[src/rtl/mmult_seq_if.sv]
// GPU <-> matrix-multiply sequencer signal bundle.
// master = GPU decode/pipeline side, slave = sequencer side.
interface mmult_seq_if #(
   parameter int CNT_W = 4
) ();
   logic             start;
   logic             mode_col;
   logic [CNT_W-1:0] width;
   logic             mtxa_wr;
   logic             hold;
   logic             cntld;
   logic             cnten;
   logic             maddw;
   logic [CNT_W-1:0] mwidth;
   logic             wr_stall;
   logic             mem_rd;
   logic             mac_clr;
   logic             mac_en;
   logic             res_wr;
   logic             busy;
   logic             done;

   modport master (
      output start, mode_col, width, mtxa_wr, hold,
      input  cntld, cnten, maddw, mwidth, wr_stall, mem_rd,
             mac_clr, mac_en, res_wr, busy, done
   );

   modport slave (
      input  start, mode_col, width, mtxa_wr, hold,
      output cntld, cnten, maddw, mwidth, wr_stall, mem_rd,
             mac_clr, mac_en, res_wr, busy, done
   );
endinterface

[src/rtl/mmult_seq.sv]
// Sequencer for one vector-by-matrix-column multiply: steps the address counter,
// issues reads, gates the MAC and arbitrates matrix-address writes.
//
// state | meaning
// IDLE  | waiting for start; matrix address writes pass straight through
// RUN   | issuing one element per non-held cycle, rem_q elements left
// DRAIN | waiting PIPE_LAT cycles for the MAC pipeline to settle
module mmult_seq #(
   parameter int PIPE_LAT = 2,
   parameter int CNT_W    = 4
) (
   input  logic        clk,
   input  logic        resetl,
   mmult_seq_if.slave  bus
);

   typedef enum logic [1:0] {IDLE, RUN, DRAIN} state_t;

   state_t           state_q;
   logic [CNT_W-1:0] rem_q;
   logic [CNT_W-1:0] mwidth_q;
   logic [2:0]       drain_q;
   logic             maddw_q;
   logic             busy_q;
   logic             done_q;
   logic             res_wr_q;
   logic             mac_en_q;
   logic             mac_clr_q;
   logic             first_q;
   logic             issue;

   assign issue = (state_q == RUN) & ~bus.hold;

   always_ff @(posedge clk or negedge resetl) begin
      if (!resetl) begin
         state_q   <= IDLE;
         rem_q     <= '0;
         mwidth_q  <= '0;
         drain_q   <= '0;
         maddw_q   <= 1'b0;
         busy_q    <= 1'b0;
         done_q    <= 1'b0;
         res_wr_q  <= 1'b0;
         mac_en_q  <= 1'b0;
         mac_clr_q <= 1'b0;
         first_q   <= 1'b0;
      end else begin
         done_q    <= 1'b0;
         res_wr_q  <= 1'b0;
         mac_en_q  <= issue;
         mac_clr_q <= issue & first_q;
         if (issue) first_q <= 1'b0;
         case (state_q)
            IDLE: begin
               if (bus.start) begin
                  maddw_q  <= bus.mode_col;
                  mwidth_q <= bus.width;
                  rem_q    <= bus.width;
                  first_q  <= 1'b1;
                  // a zero-length op completes at once without touching the datapath
                  if (bus.width == '0) begin
                     done_q <= 1'b1;
                  end else begin
                     state_q <= RUN;
                     busy_q  <= 1'b1;
                  end
               end
            end
            RUN: begin
               if (issue) begin
                  rem_q <= rem_q - 1'b1;
                  if (rem_q == 1) begin
                     state_q <= DRAIN;
                     drain_q <= 3'(PIPE_LAT);
                  end
               end
            end
            DRAIN: begin
               drain_q <= drain_q - 3'd1;
               if (drain_q == 3'd1) begin
                  state_q  <= IDLE;
                  busy_q   <= 1'b0;
                  done_q   <= 1'b1;
                  res_wr_q <= 1'b1;
               end
            end
            default: state_q <= IDLE;
         endcase
      end
   end

   // the address register may only load when no operation is walking it
   assign bus.cntld    = bus.mtxa_wr & ~busy_q;
   assign bus.wr_stall = bus.mtxa_wr & busy_q;
   assign bus.cnten    = issue;
   assign bus.mem_rd   = issue;
   assign bus.maddw    = maddw_q;
   assign bus.mwidth   = mwidth_q;
   assign bus.mac_en   = mac_en_q;
   assign bus.mac_clr  = mac_clr_q;
   assign bus.res_wr   = res_wr_q;
   assign bus.busy     = busy_q;
   assign bus.done     = done_q;

endmodule

[src/flat_wrapper.sv]
// flat-port wrapper written by rule: the top's interface ports become plain ports
module mmult_seq_flat 
#(
   parameter int PIPE_LAT = 2,
   parameter int CNT_W    = 4
)
  (clk, resetl, bus_start, bus_mode_col, bus_width, bus_mtxa_wr, bus_hold, bus_cntld, bus_cnten, bus_maddw, bus_mwidth, bus_wr_stall, bus_mem_rd, bus_mac_clr, bus_mac_en, bus_res_wr, bus_busy, bus_done);
  mmult_seq_if #(.CNT_W(CNT_W)) bus_i ();
  input  logic clk;
  input  logic resetl;
  input wire logic [$bits(bus_i.start)-1:0] bus_start;
  input wire logic [$bits(bus_i.mode_col)-1:0] bus_mode_col;
  input wire logic [$bits(bus_i.width)-1:0] bus_width;
  input wire logic [$bits(bus_i.mtxa_wr)-1:0] bus_mtxa_wr;
  input wire logic [$bits(bus_i.hold)-1:0] bus_hold;
  output wire logic [$bits(bus_i.cntld)-1:0] bus_cntld;
  output wire logic [$bits(bus_i.cnten)-1:0] bus_cnten;
  output wire logic [$bits(bus_i.maddw)-1:0] bus_maddw;
  output wire logic [$bits(bus_i.mwidth)-1:0] bus_mwidth;
  output wire logic [$bits(bus_i.wr_stall)-1:0] bus_wr_stall;
  output wire logic [$bits(bus_i.mem_rd)-1:0] bus_mem_rd;
  output wire logic [$bits(bus_i.mac_clr)-1:0] bus_mac_clr;
  output wire logic [$bits(bus_i.mac_en)-1:0] bus_mac_en;
  output wire logic [$bits(bus_i.res_wr)-1:0] bus_res_wr;
  output wire logic [$bits(bus_i.busy)-1:0] bus_busy;
  output wire logic [$bits(bus_i.done)-1:0] bus_done;
  assign bus_i.start = bus_start;
  assign bus_i.mode_col = bus_mode_col;
  assign bus_i.width = bus_width;
  assign bus_i.mtxa_wr = bus_mtxa_wr;
  assign bus_i.hold = bus_hold;
  assign bus_cntld = bus_i.cntld;
  assign bus_cnten = bus_i.cnten;
  assign bus_maddw = bus_i.maddw;
  assign bus_mwidth = bus_i.mwidth;
  assign bus_wr_stall = bus_i.wr_stall;
  assign bus_mem_rd = bus_i.mem_rd;
  assign bus_mac_clr = bus_i.mac_clr;
  assign bus_mac_en = bus_i.mac_en;
  assign bus_res_wr = bus_i.res_wr;
  assign bus_busy = bus_i.busy;
  assign bus_done = bus_i.done;
  mmult_seq #(.PIPE_LAT(PIPE_LAT), .CNT_W(CNT_W)) u_core (.clk(clk), .resetl(resetl), .bus(bus_i));
endmodule
[config.mk]
export PLATFORM = sky130hd
export DESIGN_NAME = mmult_seq_flat
export DESIGN_NICKNAME = d
export VERILOG_FILES = /design/src/rtl/mmult_seq_if.sv /design/src/rtl/mmult_seq.sv /design/src/flat_wrapper.sv
export SDC_FILE = /design/constraint.sdc
export NUM_CORES = 1
export LEC_CHECK = 0
export CAP_MARGIN = 5
export CORE_UTILIZATION = 45
export DETAILED_ROUTE_END_ITERATION = 10
export PLACE_DENSITY = 0.69
export SETUP_SLACK_MARGIN = 0.15
export SLEW_MARGIN = 40
export SYNTH_ARGS = -nofsm -noshare
export SYNTH_HDL_FRONTEND = slang
export SYNTH_SLANG_ARGS = --single-unit
[constraint.sdc]
create_clock -name clk -period 2.95 [get_ports clk]
set_input_delay 0.59 -clock clk [delete_from_list [all_inputs] [get_ports clk]]
set_output_delay 0.59 -clock clk [all_outputs]
set_load 0.01 [all_outputs]
==> results_tabular.tex, run 1 <==
\begin{tabular}{lr}
\hline
Metric & Value \\
\hline
\multicolumn{2}{l}{\textbf{Status}} \\
Outcome & complete, no violations \\
\multicolumn{2}{l}{\textbf{Synth}} \\
Warnings from Yosys & 0 \\
Yosys top cell area share & about half \\
Number of storage elements in the synthesis netlist & 20 \\
Post-synthesis instance area & 1031 um2 \\
Synth area leaders & dfrtp\_1 (49\%), ha\_1 (11\%), mux2\_2 (7.6\%), inv\_1 (4.0\%), nand2\_1 (4.0\%) \\
Cells after synthesis & 100 \\
Cell variety after synth & 26 \\
Yosys top cell by area & dfrtp\_1 \\
Sequential area share after synthesis & 48.54\% \\
Number of nets produced by synthesis & 119 \\
Mean Syn Cell Area & just over 10 um2 \\
\multicolumn{2}{l}{\textbf{GRT}} \\
Overall Global Routing Usage & between 15 and 20\% \\
Vias in the first global route & 779 \\
Initial antenna violation count & 0 \\
Wire length of the first global-routing pass & around 3300 um \\
Pin count of the biggest net entering global routing & 21 \\
Overflow after GRT & 0 \\
\multicolumn{2}{l}{\textbf{Placed design}} \\
Final weighted congestion in routability-driven placement & roughly 0.73 \\
Total instance count after detailed placement & approximately 150 \\
Number of input and output port buffers inserted & 23 \\
Post-detail-place hpwl & 1478 um \\
Setup WS pre-CTS & 469.0 ps \\
\multicolumn{2}{l}{\textbf{Clocking}} \\
Number of buffers added by the clock tree synthesis step & 3 \\
Cell chosen for the clock root & clkbuf\_4 \\
Quantity of hold-fixing buffers added after cts & 0 \\
Resize count post-CTS & 0 \\
Post-CTS Setup Repair Bufs & 0 \\
Insertion delay to the later sink of the worst-skew pair & 290 ps \\
Register clock-pin slew on the reported worst setup and hold paths & 100 ps \\
CTS tree & done \\
Number of clock sinks & 20 \\
Maximum buffer depth of the clock tree & 2 \\
Number of levels in the clock H-tree & 1 \\
\multicolumn{2}{l}{\textbf{Critical path}} \\
Count of buffer and inverter cells on the critical path & 3 \\
Worst path most repeated cell & inv\_1 \\
Category of cells accounting for the largest share of critical-path delay & buffers and inverters \\
Arrival time at the worst endpoint & 2030 ps \\
Maximum net fanout on the critical path & 11 \\
Worst-path cell with the longest stage delay & clkdlybuf4s50\_1 \\
Highest cell delay on the worst timing path & 580 ps \\
Required arrival time at the worst endpoint & 2360 ps \\
Category of the worst setup path capture point & primary output \\
Cells traversed along the worst timing path & inv\_1 -> ha\_2 -> inv\_1 -> nor2\_1 -> clkdlybuf4s50\_1 \\
Category of the critical setup timing path & reg -> out \\
Startpoint type of the worst setup path & register \\
\multicolumn{2}{l}{\textbf{STA}} \\
Final number of max-transition violations & 0 \\
Measured slew at the worst slew-check pin & 570.0 ps \\
Worst Slack Setup Final & 328.5 ps \\
Setup repair after global routing missed its margin & false \\
Crit path time final & $\sim$2600 ps \\
Relative slew slack & 61.50\% \\
Share of the clock period used by the worst path & 88.87\% \\
Count of endpoints failing setup in the final report & 0 \\
Top achievable clock speed & 381.5 MHz \\
Final hold viol count & 0 \\
Max Clock Skew & 1.439 ps \\
Sum of negative setup slack & 0 ps \\
\multicolumn{2}{l}{\textbf{Finish}} \\
Final-stage net count & 145 \\
Final antenna diode count & 0 \\
Multi-input logic area & 480.5 um2 \\
Sequential standard cell area & 500.5 um2 \\
Growth of design area from synthesis to finish & 26.46\% \\
Post-route non-filler standard cell count & 151 \\
Filler cells & 179 \\
Fraction of final layout cells with drive strength greater than 1 & 11.29\% \\
\multicolumn{2}{l}{\textbf{Die}} \\
Number of cell rows & 16 \\
Die area & 2487 um2 \\
Initial core utilization & 50.00\% \\
Y dimension of the die & 49.87 um \\
I/O pins & 24 \\
Die width & 49.87 um \\
Placeable core area & a little over 2000 um2 \\
\multicolumn{2}{l}{\textbf{Routing}} \\
Routed wire length per instance & 12.63 um \\
Total wirelength of the detailed-routed design & 1907 um \\
DRC errors left & 0 \\
Vias post-DR & $\sim$800 \\
Via count normalized by instance count & $\sim$5.3 \\
Number of detailed-route iterations in the first pass & 4 \\
Number of DRC markers in iteration 0 & 16 \\
Post-route antenna net violation count & 0 \\
\multicolumn{2}{l}{\textbf{Run}} \\
Number of max-cap violations & 0 \\
\multicolumn{2}{l}{\textbf{Power}} \\
Cell Pwr Density & 904.8 nW/um2 \\
Static power due to leakage & roughly 0.59 nW \\
Worst vdd rail ir drop & 0.5301 mV \\
\multicolumn{2}{l}{\textbf{Min path}} \\
Worst hold-check path type & in -> async \\
\hline
\end{tabular}
==> kinds of logic (layout without fill, tap and decap cells) <==
logic type	after synthesis	count (layout)	synth area share, %
AND/OR/NAND/NOR	30	30	13.96
buffers and inverters	13	37	5.097
flip-flops	20	20	48.54
AO/OA/AOI/OAI	21	21	13.84
multiplexers	7	7	7.646
adder cells (fa/ha/maj)	9	9	10.92
==> cell type report <==
type                    instances  share of cell area, %
clock buffers                   3                  1.727
inverters                      11                  3.167
multi-input cells              67                  36.85
flip-flops and latches         20                  38.39
well taps                      27                  2.591
repair buffers                 23                  17.27
==> cells in the mapped netlist <==
cell type	number
nand2b_1	1
a211o_1	1
or4_1	1
a21oi_1	4
a22oi_1	1
or3b_1	1
nand2_1	11
nand3b_1	1
nor2_1	6
o41ai_1	1
nor2b_1	2
nor3_1	3
clkbuf_1	1
buf_4	1
a221o_1	1
o211ai_1	2
a211oi_2	1
o221a_2	1
and2_1	2
mux2_2	7
dfrtp_1	20
nand3_1	2
a22o_1	1
ha_1	9
o21ai_0	8
inv_1	11
==> report_power, final <==
group	switching, mW	internal, mW
Combinational	0.310	0.307
Sequential	0.0605	0.377
Clock	0.0780	0.0475
==> routing by layer <==
layer	part of all wire (%)	GRT usage [%]
met1	43	20.91
met2	49	31.08
met3	6.4	2.778
met4	1.3	7.143
met5	0	0
==> state kept, by name, indices dropped and copies added, names as in the netlist <==
signal and cells:
u_core.bus.busy 1, u_core.drain_q 3, u_core.first_q 1, u_core.state_q 2
u_core.bus.mac_clr 1, u_core.bus.done 1, u_core.bus.maddw 1, u_core.bus.mwidth 4
u_core.rem_q 4, u_core.bus.res_wr 1, u_core.bus.mac_en 1
==> placed cells by master, fill, tap and decap left out, drive strengths merged, types with 3 or more instances in the layout <==
| master | count |
|---|---|
| nor2 | 6 |
| mux2 | 7 |
| dfrtp | 20 |
| nand2 | 11 |
| clkdlybuf4s50 | 22 |
| clkbuf | 3 |
| o21ai | 8 |
| ha | 9 |
| a21oi | 4 |
| nor3 | 3 |
| inv | 11 |
==> worst paths after layout <==
check,start,slack [ps],endpoint,depth (start not counted)
worst max register to register,u_core.state_q[1],1060,u_core.rem_q[3],6
worst max-delay path,u_core.state_q[1],330,bus_cnten,5
worst min register to register,u_core.first_q,510,u_core.bus.mac_clr,2
max in group asynchronous,resetl,2430,u_core.rem_q[2],1
worst min-delay path,resetl,220,u_core.rem_q[3],1
min in group clk,u_core.first_q,510,u_core.bus.mac_clr,2
==> stage by stage <==
stage / total power [mW] / area [um2] / utilization (%) / hold WS [ps]
2_1_floorplan: 0.8464 / 1031 / - / 294.4
3_3_place_gp: 1.036 / 1284 / 62.26 / 489.4
3_5_place_dp: 1.063 / 1279 / 62.01 / 495.2
4_1_cts: 1.191 / 1301 / 63.11 / 233.0
5_1_grt: 1.280 / 1304 / 63.23 / 252.6
6_report: 1.180 / 1304 / 63.23 / 218.7
(Power assumes the default switching activity.)
==> run 2, diff against run 1 <==
Settings changed: CORE_ASPECT_RATIO from default to 0.8, CTS_CLUSTER_DIAMETER from default to 120.
==> run 2 against run 1 <==
Against the previous run: setup slack gained 8.1 ps; wire length shrank 0.94%; via count shrank 0.12%; clock power grew 22%; fmax grew 0.31%; power grew 2.3%; worst hold slack lost 6.3 ps; global-route usage grew 0.74 points; non-clock buffer count is the same; combinational power shrank 0.6%; final area grew 0.86%; critical path type unchanged; critical endpoint unchanged; highest routed layer unchanged.
==> results_tabular.tex, run 2 (same netlist as run 1, synthesis figures left out) <==
\begin{tabular}{lr}
\hline
Metric & Value \\
\hline
\multicolumn{2}{l}{\textbf{Power}} \\
Cell Pwr Density & 917.6 nW/um2 \\
Overall power of the completed layout & 1.207 mW \\
Part of the power in the clock network & 12.7\% \\
Switching fraction of total power & around 37\% \\
Switching Power & 0.4472 mW \\
Relative contribution of sequential cells to total power & 36.5\% \\
Worst vdd rail ir drop & 0.5329 mV \\
Internal power component & 0.7595 mW \\
Static power due to leakage & 0.5930 nW \\
Combinational share of power & 50.7\% \\
\multicolumn{2}{l}{\textbf{GRT}} \\
Overall Global Routing Usage & a little under a fifth \\
Wire length of the first global-routing pass & 3325 um \\
Initial antenna violation count & 0 \\
Pin count of the biggest net entering global routing & 21 \\
Vias in the first global route & 748 \\
Overflow after GRT & 0 \\
\multicolumn{2}{l}{\textbf{Clocking}} \\
Number of clock sinks & 20 \\
Register clock-pin slew on the reported worst setup and hold paths & 100 ps \\
Number of buffers added by the clock tree synthesis step & 3 \\
Post-CTS Setup Repair Bufs & 0 \\
Number of levels in the clock H-tree & 1 \\
Quantity of hold-fixing buffers added after cts & 0 \\
Insertion delay to the later sink of the worst-skew pair & 300 ps \\
CTS tree & done \\
Cell chosen for the clock root & clkbuf\_4 \\
Resize count post-CTS & 0 \\
Maximum buffer depth of the clock tree & 2 \\
\multicolumn{2}{l}{\textbf{STA}} \\
Final hold viol count & 0 \\
Sum of negative setup slack & 0 ps \\
Setup repair after global routing missed its margin & false \\
Relative slew slack & 61.70\% \\
Share of the clock period used by the worst path & 88.59\% \\
Hold Worst Slack & between 200 and 250 ps \\
Measured slew at the worst slew-check pin & 567.1 ps \\
Max Clock Skew & 2.735 ps \\
Count of endpoints failing setup in the final report & 0 \\
Crit path time final & between 2000 and 3000 ps \\
Top achievable clock speed & 382.6 MHz \\
Final number of max-transition violations & 0 \\
\multicolumn{2}{l}{\textbf{Finish}} \\
Fraction of final layout cells with drive strength greater than 1 & 12.00\% \\
Final antenna diode count & 0 \\
Growth of design area from synthesis to finish & 27.55\% \\
Final-stage net count & about 150 \\
Commonest cells after routing, fill and taps aside & clkdlybuf4s50\_1 (22), dfrtp\_1 (20), inv\_1 (11), nand2\_1 (11) \\
Most common cell after layout, fill and taps aside & clkdlybuf4s50\_1 \\
\multicolumn{2}{l}{\textbf{Routing}} \\
Routed wire length per instance & 12.59 um \\
DRC errors left & 0 \\
Total wirelength of the detailed-routed design & 1889 um \\
Met2 wire len & 838 um \\
Total met3 wirelength after detailed routing & 146 um \\
Post-route antenna net violation count & 0 \\
Number of DRC markers in iteration 0 & 19 \\
Number of detailed-route iterations in the first pass & 4 \\
Vias post-DR & roughly 800 \\
Highest layer used for signal routing & met4 \\
Routed metal-1 wirelength & $\sim$870 um \\
Via count normalized by instance count & 5.347 \\
\multicolumn{2}{l}{\textbf{Critical path}} \\
Worst-path cell with the longest stage delay & clkdlybuf4s50\_1 \\
Category of the critical setup timing path & reg -> out \\
Startpoint type of the worst setup path & register \\
Required arrival time at the worst endpoint & between 2000 and 2500 ps \\
Highest cell delay on the worst timing path & between 500 and 600 ps \\
Worst path most repeated cell & inv\_1 \\
Maximum net fanout on the critical path & 11 \\
Arrival time at the worst endpoint & 2020 ps \\
Category of the worst setup path capture point & primary output \\
Cells traversed along the worst timing path & inv\_1 -> ha\_2 -> inv\_1 -> nor2\_1 -> clkdlybuf4s50\_1 \\
\multicolumn{2}{l}{\textbf{Die}} \\
Die width & 55.52 um \\
I/O pins & 24 \\
Number of cell rows & 15 \\
Y dimension of the die & approximately 45 um \\
Die area & 2488 um2 \\
Initial core utilization & 47.77\% \\
Placeable core area & 2158 um2 \\
\multicolumn{2}{l}{\textbf{Status}} \\
Outcome & complete, no violations \\
\multicolumn{2}{l}{\textbf{Min path}} \\
Worst hold-check path type & in -> async \\
\multicolumn{2}{l}{\textbf{Placed design}} \\
Post-detail-place hpwl & 1476 um \\
Final weighted congestion in routability-driven placement & 0.7819 \\
Number of input and output port buffers inserted & 23 \\
\multicolumn{2}{l}{\textbf{Run}} \\
Number of max-cap violations & 0 \\
\hline
\end{tabular}
==> run 2: cell types whose count changed in the layout (fill, tap and decap cells not counted), sizes merged <==
cell,change
clkbuf,+1
==> run 2: worst max-delay path, delay by kind of cell (launching register included) <==
family / cells / cell delay (ps)
buf+inv: 3 / 800
simple gates: 1 / 210
fa+ha+maj: 1 / 310
flops: 1 / 410
==> run 2: path summary, 6_finish.rpt <==
path / start / cells past startpoint / end / slack [ps]
worst min-delay path: resetl / 1 / u_core.rem_q[1] / 210
worst max register to register: u_core.state_q[1] / 6 / u_core.rem_q[3] / 1070
max in group asynchronous: resetl / 1 / u_core.bus.res_wr / 2440
worst min register to register: u_core.first_q / 2 / u_core.bus.mac_clr / 510
min in group clk: u_core.first_q / 2 / u_core.bus.mac_clr / 510
worst max-delay path: u_core.state_q[1] / 5 / bus_cnten / 340
==> run 2: power groups by stage <==
stage | clock network (mW) | registers (mW) | logic [mW]
6_report | 0.154 | 0.441 | 0.612
5_1_grt | 0.171 | 0.456 | 0.692
4_1_cts | 0.161 | 0.440 | 0.617
3_5_place_dp | 0 | 0.445 | 0.612
3_3_place_gp | 0 | 0.440 | 0.599
2_1_floorplan | 0 | 0.456 | 0.391
==> run 2: metrics by stage <==
step	setup slack [ps]	instances	cell area, um2	util [%]
5_1_grt	185.2	150	1315	60.93
4_1_cts	206.8	150	1313	60.81
2_1_floorplan	917.8	100	1031	-
6_report	336.5	150	1315	60.93
3_5_place_dp	474.9	146	1276	59.13
3_3_place_gp	513.0	146	1281	59.36
==> run 2: layout make-up <==
cell class | count | area, um2
tap | 25 | 31.28
clock buffer | 4 | 36.28
fill | 177 | 843.3
sequential | 20 | 500.5
inverter | 11 | 41.29
multi-input combinational | 67 | 480.5
timing repair buffer | 23 | 225.2
==> run 2: routing by layer <==
layer | global-route usage (%) | vias to the layer above
met5 | 0 | -
met4 | 7.500 | 0
met3 | 7.450 | 5
met2 | 29.88 | 31
met1 | 22.02 | 373
li1 | - | 393
==> run 3, diff against run 2 <==
Settings changed: CTS_BUF_LIST from default to sky130_fd_sc_hd__clkbuf_8.
==> run 3 against run 2 <==
Against the previous run: fmax grew 1.8%; critical path type unchanged; critical path depth is the same; wire length grew 2.9%; first-iteration DRC count shrank 32%; global-route usage shrank 0.32 points; worst hold slack gained 50 ps; sequential power is essentially flat; die area is the same; flip-flop and latch count is the same; core utilization grew 0.87 points; largest cell class unchanged; final area grew 1.4%.
==> results_tabular.tex, run 3 (same netlist as run 1, synthesis figures left out) <==
\begin{tabular}{lr}
\hline
Metric & Value \\
\hline
\multicolumn{2}{l}{\textbf{GRT}} \\
Pin count of the biggest net entering global routing & 21 \\
Overflow after GRT & 0 \\
Vias in the first global route & 746 \\
Wire length of the first global-routing pass & around 3300 um \\
Overall Global Routing Usage & around 18\% \\
Initial antenna violation count & 0 \\
\multicolumn{2}{l}{\textbf{STA}} \\
Max Clock Skew & 5.861 ps \\
Final number of max-transition violations & 0 \\
Relative slew slack & 61.26\% \\
Share of the clock period used by the worst path & 87.05\% \\
Measured slew at the worst slew-check pin & 573.6 ps \\
Count of endpoints failing setup in the final report & 0 \\
Worst Slack Setup Final & about 380 ps \\
Top achievable clock speed & approximately 390 MHz \\
Setup repair after global routing missed its margin & false \\
Final hold viol count & 0 \\
Crit path time final & 2568 ps \\
Sum of negative setup slack & 0 ps \\
Hold Worst Slack & 262.9 ps \\
\multicolumn{2}{l}{\textbf{Critical path}} \\
Number of cell instances on the worst register-to-register path & 6 \\
Category of the worst setup path capture point & primary output \\
Category of cells accounting for the largest share of critical-path delay & buffers and inverters \\
Arrival time at the worst endpoint & around 2000 ps \\
Count of buffer and inverter cells on the critical path & 3 \\
Highest cell delay on the worst timing path & approximately 570 ps \\
Required arrival time at the worst endpoint & between 2000 and 2500 ps \\
R2r setup slk & approximately 1000 ps \\
Startpoint type of the worst setup path & register \\
Worst-path cell with the longest stage delay & clkdlybuf4s50\_1 \\
R2r startpoint & u\_core.state\_q[1] \\
Cells traversed along the worst timing path & inv\_1 -> ha\_2 -> inv\_1 -> nor2\_1 -> clkdlybuf4s50\_1 \\
Worst path most repeated cell & inv\_1 \\
Category of the critical setup timing path & reg -> out \\
Worst r2r dst & u\_core.rem\_q[3] \\
Maximum net fanout on the critical path & 11 \\
\multicolumn{2}{l}{\textbf{Die}} \\
Die area & 2488 um2 \\
Initial core utilization & 47.77\% \\
I/O pins & 24 \\
Number of cell rows & 15 \\
Placeable core area & $\sim$2200 um2 \\
Die width & between 50 and 60 um \\
Y dimension of the die & 44.81 um \\
\multicolumn{2}{l}{\textbf{Routing}} \\
Routed wire length per instance & 12.95 um \\
Number of DRC markers in iteration 0 & 13 \\
Via count normalized by instance count & 5.327 \\
Number of detailed-route iterations in the first pass & 4 \\
DRC errors left & 0 \\
Total wirelength of the detailed-routed design & 1943 um \\
Vias post-DR & 799 \\
Post-route antenna net violation count & 0 \\
\multicolumn{2}{l}{\textbf{Power}} \\
Switching Power & 0.4574 mW \\
Static power due to leakage & 0.6008 nW \\
Cell Pwr Density & 945.7 nW/um2 \\
Part of the power in the clock network & 16.1\% \\
Switching fraction of total power & 36.26\% \\
Relative contribution of sequential cells to total power & 35.1\% \\
Internal power component & 0.8039 mW \\
Combinational share of power & 48.8\% \\
Worst vdd rail ir drop & between 0.7 and 0.8 mV \\
\multicolumn{2}{l}{\textbf{Finish}} \\
Filler cells & 175 \\
Sequential standard cell area & 500.5 um2 \\
Final-stage net count & around 150 \\
Commonest cells after routing, fill and taps aside & clkdlybuf4s50\_1 (22), dfrtp\_1 (20), inv\_1 (11), nand2\_1 (11) \\
Final antenna diode count & 0 \\
Multi-input logic area & 480.5 um2 \\
Growth of design area from synthesis to finish & 29.37\% \\
Fraction of final layout cells with drive strength greater than 1 & 12.00\% \\
Most common cell after layout, fill and taps aside & clkdlybuf4s50\_1 \\
\multicolumn{2}{l}{\textbf{Min path}} \\
Worst hold-check path type & in -> async \\
\multicolumn{2}{l}{\textbf{Clocking}} \\
Number of levels in the clock H-tree & 1 \\
Number of clock sinks & 20 \\
Cell chosen for the clock root & clkbuf\_8 \\
Post-CTS Setup Repair Bufs & 0 \\
Insertion delay to the later sink of the worst-skew pair & 250 ps \\
Number of buffers added by the clock tree synthesis step & 3 \\
Register clock-pin slew on the reported worst setup and hold paths & 70 ps \\
CTS tree & done \\
Maximum buffer depth of the clock tree & 2 \\
\multicolumn{2}{l}{\textbf{Placed design}} \\
Number of input and output port buffers inserted & 23 \\
Setup WS pre-CTS & approximately 470 ps \\
Post-detail-place hpwl & 1476 um \\
Final weighted congestion in routability-driven placement & 0.7819 \\
\multicolumn{2}{l}{\textbf{Run}} \\
Number of max-cap violations & 0 \\
\multicolumn{2}{l}{\textbf{Status}} \\
Outcome & complete, no violations \\
\hline
\end{tabular}
run 3: metrics by stage:
stage	power, mW	cells	util (%)	area (um2)
floorplan	0.8464	100	-	1031
global placement	1.039	146	59.36	1281
detailed placement	1.057	146	59.13	1276
CTS	1.270	150	61.68	1331
global route	1.370	150	61.80	1334
finish	1.261	150	61.80	1334
run 3: how the worst max path moves through the flow:
stage / cells past startpoint / start / slack, ps / endpoint
3_5_place_dp: 3 / bus_hold / 470 / bus_cnten
6_report: 5 / u_core.state_q[1] / 380 / bus_cnten
3_3_place_gp: 3 / bus_hold / 510 / bus_mem_rd
5_1_grt: 5 / u_core.state_q[1] / 250 / bus_mem_rd
2_1_floorplan: 6 / u_core.state_q[1] / 920 / bus_mem_rd
4_1_cts: 5 / u_core.state_q[1] / 260 / bus_cnten
run 3: routing by layer:
metal / vias up / track usage, % / wire [um]
li1: 389 / - / -
met1: 384 / 22.20 / 958
met5: - / 0 / 0
met2: 24 / 29.88 / 852
met4: 0 / 4.500 / 10
met3: 2 / 7.450 / 120
run 3: repair_timing:
action	4_1_cts	5_1_grt
endpoints found under the setup margin	0	2
hold buffers	0	0
resized for setup	0	1
run 3: area by class of cell:
| cell class | count | share of cell area [%] |
|---|---|---|
| sequential | 20 | 37.52 |
| multi-input combinational | 67 | 36.02 |
| tap | 25 | 2.345 |
| inverter | 11 | 3.096 |
| clock buffer | 4 | 4.128 |
| timing repair buffer | 23 | 16.89 |
run 3: power groups by stage:
stage	combinational (mW)	clock, mW	sequential, mW
CTS	0.619	0.209	0.442
finish	0.616	0.202	0.443
global placement	0.599	0	0.440
detailed placement	0.612	0	0.445
global route	0.693	0.220	0.457
floorplan	0.391	0	0.456
